<file path="src/rtl/hazard_ctrl_if.sv">
// Hazard controller bus: groups the hazard-detection inputs and the pipeline
// control outputs of hazard_ctrl.
//   slave  modport : used by hazard_ctrl (receives hazard info, drives controls)
//   master modport : used by the pipeline side (drives hazard info, receives controls)
// Signals:
//   IDEX_MemRead, IDEX_Rt           load in EX and its destination register
//   IFID_Rs, IFID_Rt                source registers of the instruction in ID
//   IFID_UsesRs, IFID_UsesRt        ID instruction actually reads Rs / Rt
//   branch_taken                    branch resolved taken in EX
//   mem_busy                        data memory not ready
//   PCWrite, IFIDWrite, IFIDFlush   PC / IF/ID controls
//   IDEXBubble, ExStall             ID/EX bubble and back-end hold
//   stall_count, flush_count        saturating statistics (zero when disabled)
interface hazard_ctrl_if #(
    parameter int REG_W = 2
);
    logic             IDEX_MemRead;
    logic [REG_W-1:0] IDEX_Rt;
    logic [REG_W-1:0] IFID_Rs;
    logic [REG_W-1:0] IFID_Rt;
    logic             IFID_UsesRs;
    logic             IFID_UsesRt;
    logic             branch_taken;
    logic             mem_busy;
    logic             PCWrite;
    logic             IFIDWrite;
    logic             IFIDFlush;
    logic             IDEXBubble;
    logic             ExStall;
    logic [7:0]       stall_count;
    logic [7:0]       flush_count;

    modport master (
        output IDEX_MemRead, IDEX_Rt, IFID_Rs, IFID_Rt, IFID_UsesRs, IFID_UsesRt,
               branch_taken, mem_busy,
        input  PCWrite, IFIDWrite, IFIDFlush, IDEXBubble, ExStall,
               stall_count, flush_count
    );

    modport slave (
        input  IDEX_MemRead, IDEX_Rt, IFID_Rs, IFID_Rt, IFID_UsesRs, IFID_UsesRt,
               branch_taken, mem_busy,
        output PCWrite, IFIDWrite, IFIDFlush, IDEXBubble, ExStall,
               stall_count, flush_count
    );
endinterface

</file>
<file path="src/rtl/hazard_ctrl.sv">
// hazard_ctrl: pipeline sequencing controller. Resolves load-use hazards
// (one-cycle stall), taken-branch penalties (BR_PENALTY flushed cycles) and
// data-memory wait states (full freeze). Priority: reset > mem_busy >
// branch_taken > load-use.
// Ports:
//   clock    rising-edge clock
//   reset_n  asynchronous active-low reset
//   bus      hazard_ctrl_if.slave (hazard inputs, pipeline control outputs)
// Parameters:
//   REG_W       register index width
//   BR_PENALTY  flushed cycles per taken branch (1..7)
// Optional feature macro: HAZ_STATS_EN builds the saturating stall/flush
// counters; without it stall_count and flush_count read 8'h00.
module hazard_ctrl #(
    parameter int REG_W      = 2,
    parameter int BR_PENALTY = 1
) (
    input logic          clock,
    input logic          reset_n,
    hazard_ctrl_if.slave bus
);

    typedef enum logic [1:0] {
        ST_RUN     = 2'd0,
        ST_FLUSH   = 2'd1,
        ST_MEMWAIT = 2'd2
    } state_t;

    localparam bit         MULTI_FLUSH = (BR_PENALTY > 1);
    localparam logic [2:0] FLUSH_INIT  = 3'(BR_PENALTY - 1);

    state_t           state_r, state_s, eff_state_s;
    logic [2:0]       fcnt_r, fcnt_s;
    logic             ret_flush_r, ret_flush_s;
    logic             lu_s;
    logic [REG_W-1:0] idex_rt_s;
    logic             pc_write_s, ifid_write_s, ifid_flush_s, idex_bubble_s, ex_stall_s;

    assign idex_rt_s = bus.IDEX_Rt;
    assign lu_s = bus.IDEX_MemRead &
                  ((bus.IFID_UsesRs & (idex_rt_s == bus.IFID_Rs)) |
                   (bus.IFID_UsesRt & (idex_rt_s == bus.IFID_Rt)));

    // Leaving MEMWAIT acts as the resumed state in the same cycle (no recovery cycle).
    always_comb begin
        eff_state_s = state_r;
        if (state_r == ST_MEMWAIT) begin
            eff_state_s = ret_flush_r ? ST_FLUSH : ST_RUN;
        end else begin
            eff_state_s = state_r;
        end
    end

    // State register with flush counter and resume flag.
    always_ff @(posedge clock or negedge reset_n) begin
        if (!reset_n) begin
            state_r     <= ST_RUN;
            fcnt_r      <= 3'd0;
            ret_flush_r <= 1'b0;
        end else begin
            state_r     <= state_s;
            fcnt_r      <= fcnt_s;
            ret_flush_r <= ret_flush_s;
        end
    end

    // Next-state logic; mem_busy overrides everything and holds fcnt.
    always_comb begin
        state_s     = eff_state_s;
        fcnt_s      = fcnt_r;
        ret_flush_s = ret_flush_r;
        if (bus.mem_busy) begin
            state_s     = ST_MEMWAIT;
            ret_flush_s = (eff_state_s == ST_FLUSH);
        end else begin
            ret_flush_s = 1'b0;
            case (eff_state_s)
                ST_FLUSH: begin
                    // branch_taken and lu are ignored: the flushed slots are invalid.
                    if (fcnt_r <= 3'd1) begin
                        state_s = ST_RUN;
                        fcnt_s  = 3'd0;
                    end else begin
                        state_s = ST_FLUSH;
                        fcnt_s  = fcnt_r - 3'd1;
                    end
                end
                ST_RUN: begin
                    // The RUN cycle that sees the branch is itself the first flushed cycle.
                    if (bus.branch_taken && MULTI_FLUSH) begin
                        state_s = ST_FLUSH;
                        fcnt_s  = FLUSH_INIT;
                    end else begin
                        state_s = ST_RUN;
                    end
                end
                default: begin
                    state_s = ST_RUN;
                    fcnt_s  = 3'd0;
                end
            endcase
        end
    end

    // Output logic: combinational from current (effective) state and inputs.
    always_comb begin
        pc_write_s    = 1'b1;
        ifid_write_s  = 1'b1;
        ifid_flush_s  = 1'b0;
        idex_bubble_s = 1'b0;
        ex_stall_s    = 1'b0;
        if (!reset_n) begin
            pc_write_s    = 1'b0;
            ifid_write_s  = 1'b0;
            ifid_flush_s  = 1'b1;
            idex_bubble_s = 1'b1;
        end else if (bus.mem_busy) begin
            pc_write_s    = 1'b0;
            ifid_write_s  = 1'b0;
            ex_stall_s    = 1'b1;
        end else if ((eff_state_s == ST_FLUSH) || bus.branch_taken) begin
            // IFIDWrite stays high so the synchronous clear takes effect.
            ifid_flush_s  = 1'b1;
            idex_bubble_s = 1'b1;
        end else if (lu_s) begin
            pc_write_s    = 1'b0;
            ifid_write_s  = 1'b0;
            idex_bubble_s = 1'b1;
        end else begin
            pc_write_s    = 1'b1;
            ifid_write_s  = 1'b1;
        end
    end

    assign bus.PCWrite    = pc_write_s;
    assign bus.IFIDWrite  = ifid_write_s;
    assign bus.IFIDFlush  = ifid_flush_s;
    assign bus.IDEXBubble = idex_bubble_s;
    assign bus.ExStall    = ex_stall_s;

`ifdef HAZ_STATS_EN
    logic [7:0] stall_cnt_r, flush_cnt_r;
    logic       stall_inc_s;

    assign stall_inc_s = (state_r == ST_RUN) & lu_s & ~bus.mem_busy;

    // Saturating statistics counters.
    always_ff @(posedge clock or negedge reset_n) begin
        if (!reset_n) begin
            stall_cnt_r <= 8'h00;
            flush_cnt_r <= 8'h00;
        end else begin
            if (stall_inc_s && (stall_cnt_r != 8'hFF)) begin
                stall_cnt_r <= stall_cnt_r + 8'd1;
            end else begin
                stall_cnt_r <= stall_cnt_r;
            end
            if (ifid_flush_s && (flush_cnt_r != 8'hFF)) begin
                flush_cnt_r <= flush_cnt_r + 8'd1;
            end else begin
                flush_cnt_r <= flush_cnt_r;
            end
        end
    end

    assign bus.stall_count = stall_cnt_r;
    assign bus.flush_count = flush_cnt_r;
`else
    assign bus.stall_count = 8'h00;
    assign bus.flush_count = 8'h00;
`endif

endmodule

</file>
<file path="src/flat_wrapper.sv">
// flat-port wrapper written by rule: the top's interface ports become plain ports
module hazard_ctrl_flat 
#(
    parameter int REG_W      = 2,
    parameter int BR_PENALTY = 1
)
  (clock, reset_n, bus_IDEX_MemRead, bus_IDEX_Rt, bus_IFID_Rs, bus_IFID_Rt, bus_IFID_UsesRs, bus_IFID_UsesRt, bus_branch_taken, bus_mem_busy, bus_PCWrite, bus_IFIDWrite, bus_IFIDFlush, bus_IDEXBubble, bus_ExStall, bus_stall_count, bus_flush_count);
  hazard_ctrl_if #(.REG_W(REG_W)) bus_i ();
  input logic clock;
  input logic reset_n;
  input wire logic [$bits(bus_i.IDEX_MemRead)-1:0] bus_IDEX_MemRead;
  input wire logic [$bits(bus_i.IDEX_Rt)-1:0] bus_IDEX_Rt;
  input wire logic [$bits(bus_i.IFID_Rs)-1:0] bus_IFID_Rs;
  input wire logic [$bits(bus_i.IFID_Rt)-1:0] bus_IFID_Rt;
  input wire logic [$bits(bus_i.IFID_UsesRs)-1:0] bus_IFID_UsesRs;
  input wire logic [$bits(bus_i.IFID_UsesRt)-1:0] bus_IFID_UsesRt;
  input wire logic [$bits(bus_i.branch_taken)-1:0] bus_branch_taken;
  input wire logic [$bits(bus_i.mem_busy)-1:0] bus_mem_busy;
  output wire logic [$bits(bus_i.PCWrite)-1:0] bus_PCWrite;
  output wire logic [$bits(bus_i.IFIDWrite)-1:0] bus_IFIDWrite;
  output wire logic [$bits(bus_i.IFIDFlush)-1:0] bus_IFIDFlush;
  output wire logic [$bits(bus_i.IDEXBubble)-1:0] bus_IDEXBubble;
  output wire logic [$bits(bus_i.ExStall)-1:0] bus_ExStall;
  output wire logic [$bits(bus_i.stall_count)-1:0] bus_stall_count;
  output wire logic [$bits(bus_i.flush_count)-1:0] bus_flush_count;
  assign bus_i.IDEX_MemRead = bus_IDEX_MemRead;
  assign bus_i.IDEX_Rt = bus_IDEX_Rt;
  assign bus_i.IFID_Rs = bus_IFID_Rs;
  assign bus_i.IFID_Rt = bus_IFID_Rt;
  assign bus_i.IFID_UsesRs = bus_IFID_UsesRs;
  assign bus_i.IFID_UsesRt = bus_IFID_UsesRt;
  assign bus_i.branch_taken = bus_branch_taken;
  assign bus_i.mem_busy = bus_mem_busy;
  assign bus_PCWrite = bus_i.PCWrite;
  assign bus_IFIDWrite = bus_i.IFIDWrite;
  assign bus_IFIDFlush = bus_i.IFIDFlush;
  assign bus_IDEXBubble = bus_i.IDEXBubble;
  assign bus_ExStall = bus_i.ExStall;
  assign bus_stall_count = bus_i.stall_count;
  assign bus_flush_count = bus_i.flush_count;
  hazard_ctrl #(.REG_W(REG_W), .BR_PENALTY(BR_PENALTY)) u_core (.clock(clock), .reset_n(reset_n), .bus(bus_i));
endmodule
</file>
<file path="config.mk">
export PLATFORM = sky130hd
export DESIGN_NAME = hazard_ctrl_flat
export DESIGN_NICKNAME = d
export VERILOG_FILES = /design/src/rtl/hazard_ctrl_if.sv /design/src/rtl/hazard_ctrl.sv /design/src/flat_wrapper.sv
export SDC_FILE = /design/constraint.sdc
export NUM_CORES = 1
export LEC_CHECK = 0
export ABC_AREA = 1
export CORE_AREA = 2 2 47 49
export CTS_CLUSTER_DIAMETER = 120
export DETAILED_ROUTE_END_ITERATION = 12
export DIE_AREA = 0 0 49 51
export GPL_TIMING_DRIVEN = 0
export PLACE_DENSITY = 0.72
export SLEW_MARGIN = 40
export SYNTH_ARGS = -nofsm -noshare
export SYNTH_HDL_FRONTEND = slang
export SYNTH_SLANG_ARGS = --single-unit
</file>
<file path="constraint.sdc">
create_clock -name clock -period 1.12 [get_ports clock]
set_clock_uncertainty 0.1 [all_clocks]
set_input_delay 0.168 -clock clock [delete_from_list [all_inputs] [get_ports clock]]
set_output_delay 0.168 -clock clock [all_outputs]
set_load 0.05 [all_outputs]
</file>
Yosys cells after proc, flatten, opt, wreduce, memory -nomap -nowiden
Index checks and enable logic that the tools add are counted.
{"block": "word_totals", "regBits": 6}
{"block": "op_classes", "bitwise_logic": 6, "n_addsub": 1, "eq_ne": 4, "mux": 21, "n_reduce_logical": 3, "magnitude_cmp": 1}
{"operator": "1-bit 2-to-1 mux", "n": 17}
{"operator": "3-bit one-hot mux with 2 select lines", "n": 1}
{"operator": "2-bit == test", "n": 2}
{"operator": "2-bit 2-to-1 mux", "n": 2}
{"operator": "1-bit AND", "n": 3}
{"operator": "3-bit by 1-bit less-or-equal comparator with 1-bit output, second input constant", "n": 1}
{"operator": "3-bit 2-to-1 mux", "n": 1}
{"operator": "3-bit by 1-bit subtractor with 3-bit output, second input constant", "n": 1}
{"operator": "2-bit by 1-bit == test with 1-bit output, second input constant", "n": 1}
{"operator": "2-bit == test, second input constant", "n": 1}
{"operator": "2-bit logical NOT", "n": 1}
{"operator": "1-bit NOT", "n": 2}
{"operator": "2-bit AND reduction", "n": 1}
{"operator": "1-bit logical OR", "n": 1}
{"operator": "1-bit OR", "n": 1}

Longest topological paths before layout
{"block": "logic_depth", "word_depth": 8, "depth_mapped": 9, "ltp_nobuf": 8}

Worst setup path after synthesis
OpenSTA, ideal clock, no wires.
{"block": "synth_path", "path_kind": "reg2out", "from": "reg u_core.state_r[1]", "to": "out bus_PCWrite", "path_stages_with_launch": 10, "required_ps": 852, "path_buffers": 1, "arrival_time_ps": 1338, "path_slack_ps": -486, "path_cell_list": "dfrtp_1 -> nand2_1 -> nand2_1 -> nand2_2 -> inv_1 -> nor2_2 -> nand3_1 -> nand2_1 -> inv_1 -> buf_4"}
{"block": "synth_via", "elab_chain_cells": 7}
{"item": "from (decl)", "line": "hazard_ctrl.sv:32", "source": "state_t state_r, state_s, eff_state_s;"}
{"item": "from (signal assigned)", "line": "hazard_ctrl.sv:61", "source": "state_r <= state_s;"}
{"item": "2-bit == test", "line": "hazard_ctrl.sv:47", "source": "if (state_r == ST_MEMWAIT) begin"}
{"item": "2-bit 2-to-1 mux *", "line": "hazard_ctrl.sv:47"}
{"item": "2-bit by 1-bit == test with 1-bit output *", "line": "hazard_ctrl.sv:121", "source": "end else if ((eff_state_s == ST_FLUSH) || bus.branch_taken) begin"}
{"item": "1-bit logical OR *", "line": "hazard_ctrl.sv:121"}
{"item": "1-bit 2-to-1 mux * (3 in series)"}
{"item": "to (decl)", "line": "flat_wrapper.sv:19", "source": "output wire logic [$bits(bus_i.PCWrite)-1:0] bus_PCWrite;"}
Mark *: on every way between the ends. The rest lies on a longest branch, timed or not.

Final worst setup path
{"block": "layout_path", "from": "reg u_core.state_r[1]", "to": "out bus_PCWrite"}
{"block": "layout_via", "elab_chain_cells": 7}
{"item": "2-bit == test", "line": "hazard_ctrl.sv:47"}
{"item": "2-bit 2-to-1 mux *", "line": "hazard_ctrl.sv:47"}
{"item": "2-bit by 1-bit == test with 1-bit output *", "line": "hazard_ctrl.sv:121"}
{"item": "1-bit logical OR *", "line": "hazard_ctrl.sv:121"}
{"item": "1-bit 2-to-1 mux *", "line": "hazard_ctrl.sv:121"}
{"item": "1-bit 2-to-1 mux *", "line": "hazard_ctrl.sv:117", "source": "end else if (bus.mem_busy) begin"}
{"item": "1-bit 2-to-1 mux *", "line": "hazard_ctrl.sv:112", "source": "if (!reset_n) begin"}
Marks and branches as above.

==> results.txt <==
----------------------------------------------------
[Clocking]
  Sinks on the clock net ... 6
  Clock transition at the registers of the reported paths ... 0.04 ns
  Number of buffers created by CTS ... 3
  Buffer depth of the longest clock path ... 2
  Root buffer selected by CTS ... sky130_fd_sc_hd__clkbuf_4
  CTS tree ... done
  Skew-Pair Late Insertion Delay ... 0.25 ns
  H-tree level count ... 1

[Cells and area]
  Number of non-filler instances in the completed layout ... 158
  Fraction of layout instances using a drive strength above 1 ... 43.8%
  Number of nets at the end of the flow ... 147
  Layout Area Growth over Synthesis ... 78.1%
  Antenna diode count ... 0

[STA]
  Count of final setup violators ... 8
  Aggregate negative setup slack ... -3.02 ns
  Max frequency ... 565 MHz
  Max-slew violation total from the final report ... 0
  Minimum clock period ... 1.77 ns
  Final worst setup slack ... -0.650 ns
  Final Hold Fails ... 0
  RSZ-0062 raised after global routing ... yes
  Tcrit/Tclk final ... 158%
  Post-route worst hold slack ... 0.0219 ns

[Power and ir drop]
  P_leak ... 0.596 nW
  Power density over the cells ... 890 nW/um^2
  IR drop worst, VDD ... 0.385 mV
  Overall power after layout ... 899 uW

[Setup path]
  Slowest cell on crit path ... sky130_fd_sc_hd__dfrtp_1
  Worst endpoint required time ... 0.85 ns
  Data arrival time of the critical path ... 1.50 ns
  Cell-by-cell trace of the critical path ... nand2_1 > nand2_2 > nand2_2 > inv_2 > nor2_4 > nand3_2 > nand2_2 > inv_2 > buf_6 > buf_8
  Sum of buffers and inverters on the critical path ... 4
  Crit path capture type ... output pin
  Biggest fanout along the worst timing path ... 2
  Family of cells with the greatest summed delay on the critical path ... simple AND/OR/NAND/NOR gates
  Type of the worst setup path ... reg -> out
  Cell seen most often among critical-path stages ... sky130_fd_sc_hd__nand2_2
  Max incr delay on CP ... 0.37 ns
  Critical Path Start Type ... flip-flop

[Floorplan]
  Starting density of the core ... 27.5%
  Top-level port count ... 34
  Horiz. Die Dim ... 49 microns
  Number of standard-cell rows in the floorplan ... 17
  Area inside the core boundary ... 2060 sq um
  Overall die height ... 51 microns
  Die outline area ... 2500 sq um

[Place]
  Number of placed instances, taps included ... 146
  Sum of net half-perimeters after detailed placement ... 1050 microns
  Number of buffers added on ports ... 17
  Routability congestion estimate ... 0.706

[GRT]
  Total track usage ... 12.6%
  Number of global-route vias before repair ... 527
  Initial antenna violation count ... 0
  Largest net degree at the start of global routing ... 7
  Remaining global-route overflow ... 0
  Wire length of the first global-routing pass ... 2280 microns

[Yosys]
  Multiplexer fraction of the synthesized cell area ... 0%
  Avg Synthesized Cell Area ... 6.59 sq um
  Post-Synth XOR/XNOR Area ... 1.55%
  Netlist area before placement ... 567 sq um
  Simple-gate portion of the synthesized area ... 30.5%
  Sequential cell area fraction in the yosys report ... 26.5%
  Post-synthesis adder-cell area fraction ... 4.42%
  Yosys Warn Count ... 0
  Cell count after synthesis ... 86
  Fraction of post-synthesis cell area in the top cell type by area ... 26.5%
  Fraction of the mapped netlist area in compound gates ... 3.31%
  Dominant cells by area after synthesis ... sky130_fd_sc_hd__dfrtp_1 (26%), sky130_fd_sc_hd__buf_4 (23%), sky130_fd_sc_hd__nand2_1 (17%)
  Leading area contributor after synthesis ... sky130_fd_sc_hd__dfrtp_1
  Combinational family with the most area after synthesis ... buffers and inverters
  Post-synthesis sequential element count ... 6
  Distinct cell type count of the synthesized netlist ... 17

[Detailed routing]
  Number of iterations in the first detailed-routing pass ... 4
  Via density ... 3.94
  Residual antenna-violating net count after detailed routing ... 0
  Overall via count from detail_route ... 622
  Drc violations ... 0
  Total wire length after detailed routing ... 1610 microns
  First DRT Iteration DRCs ... 16
  Drt wl/cell ... 10.2 microns

[Outcome]
  Run status ... finished with violations
  Failing checks ... negative setup slack

[Min path]
  Min-delay worst type ... in -> reg

[Flow run]
  Max-cap viol count ... 0

----------------------------------------------------
flip-flops by register name, indices dropped and copies added, names as in the netlist:
signal and count:
u_core.fcnt_r 3, u_core.state_r 2, u_core.ret_flush_r 1
layout by cell type (no fill, tap or decap), types with 2 or more instances in the layout:
master / netlist / routed
sky130_fd_sc_hd__clkbuf_4: 0 / 3
sky130_fd_sc_hd__conb_1: 1 / 16
sky130_fd_sc_hd__buf_4: 17 / 21
sky130_fd_sc_hd__buf_8: 0 / 2
sky130_fd_sc_hd__nand3_1: 5 / 3
sky130_fd_sc_hd__dlymetal6s2s_1: 0 / 2
sky130_fd_sc_hd__nand2_4: 0 / 2
sky130_fd_sc_hd__nand2_1: 25 / 18
sky130_fd_sc_hd__inv_2: 1 / 5
sky130_fd_sc_hd__dfrtp_1: 6 / 6
sky130_fd_sc_hd__inv_1: 15 / 11
sky130_fd_sc_hd__a21oi_2: 1 / 2
sky130_fd_sc_hd__clkdlybuf4s50_1: 0 / 7
sky130_fd_sc_hd__nand2_2: 1 / 6
sky130_fd_sc_hd__nor2_1: 5 / 4
sky130_fd_sc_hd__buf_6: 0 / 7
sky130_fd_sc_hd__nand3_2: 0 / 2
sky130_fd_sc_hd__nor2_2: 2 / 2
repair_timing:
action / CTS / global route
gates resized for setup: 51 / 15
hold endpoints to repair: 6 / 0
setup buffers: 8 / 1
setup endpoints to repair: 9 / 9
pin swaps: 10 / 7
hold buffers: 1 / 0
power breakdown:
group,internal [mW],switching (mW),total (mW)
registers,0.233,0.0160,0.249
clock network,0.122,0.0850,0.207
logic,0.158,0.285,0.443
total,0.513,0.386,0.899
synth_stat cells:
library cell,instances
sky130_fd_sc_hd__nor2_2,2
sky130_fd_sc_hd__inv_2,1
sky130_fd_sc_hd__nor2_1,5
sky130_fd_sc_hd__a21oi_2,1
sky130_fd_sc_hd__nand2_1,25
sky130_fd_sc_hd__buf_4,17
sky130_fd_sc_hd__nand2_2,1
sky130_fd_sc_hd__nand3_1,5
sky130_fd_sc_hd__nor3_2,1
sky130_fd_sc_hd__ha_1,2
sky130_fd_sc_hd__xnor2_1,1
sky130_fd_sc_hd__dfrtp_1,6
sky130_fd_sc_hd__or2_0,1
sky130_fd_sc_hd__a21oi_1,1
sky130_fd_sc_hd__conb_1,1
sky130_fd_sc_hd__o21ai_0,1
sky130_fd_sc_hd__inv_1,15
worst paths after layout:
check	start	endpoint	cells past startpoint	slack [ns]
max	u_core.state_r[1]	bus_PCWrite	10	-0.65
min	bus_mem_busy	u_core.state_r[1]	1	0.02
max reg2reg	u_core.state_r[1]	u_core.fcnt_r[2]	11	-0.40
min reg2reg	u_core.fcnt_r[1]	u_core.fcnt_r[1]	2	0.46
max in group asynchronous	reset_n	u_core.ret_flush_r	2	0.29
min in group asynchronous	reset_n	u_core.fcnt_r[1]	2	0.39
cell type report:
type                       instances  area [sq um]
tap                               28          35.0
timing repair buffer              26           264
sequential                         6           150
multi-input combinational         62           347
clock buffer                       3          22.5
fill                             207          1050
buffer                            17           131
inverter                          16          60.1
metal layers:
layer,wire length (microns),up-vias,part of all wire (%),track usage [%]
li1,-,310,-,-
met1,544,272,34,10.3
met2,905,31,56,26.7
met3,112,9,6.9,3.80
met4,49,0,3.0,5.71
met5,0,-,0,0
kinds of logic (layout without fill, tap and decap cells):
family | after synthesis | count (layout)
compound gates | 3 | 3
flops | 6 | 6
other cells | 1 | 16
fa+ha+maj | 2 | 2
buf+inv | 33 | 62
simple gates | 40 | 40
xor+xnor | 1 | 1
stage by stage:
| step | utilization, % | cell area [sq um] | setup slack (ns) |
|---|---|---|---|
| after floorplan | - | 636 | -0.469 |
| after global placement | 40.8 | 841 | -1.25 |
| after detailed placement | 40.8 | 841 | -1.28 |
| after CTS | 46.6 | 962 | -0.584 |
| after global routing | 48.9 | 1010 | -0.712 |
| final | 48.9 | 1010 | -0.650 |
No activity file was read; power rests on OpenSTA's default activity.
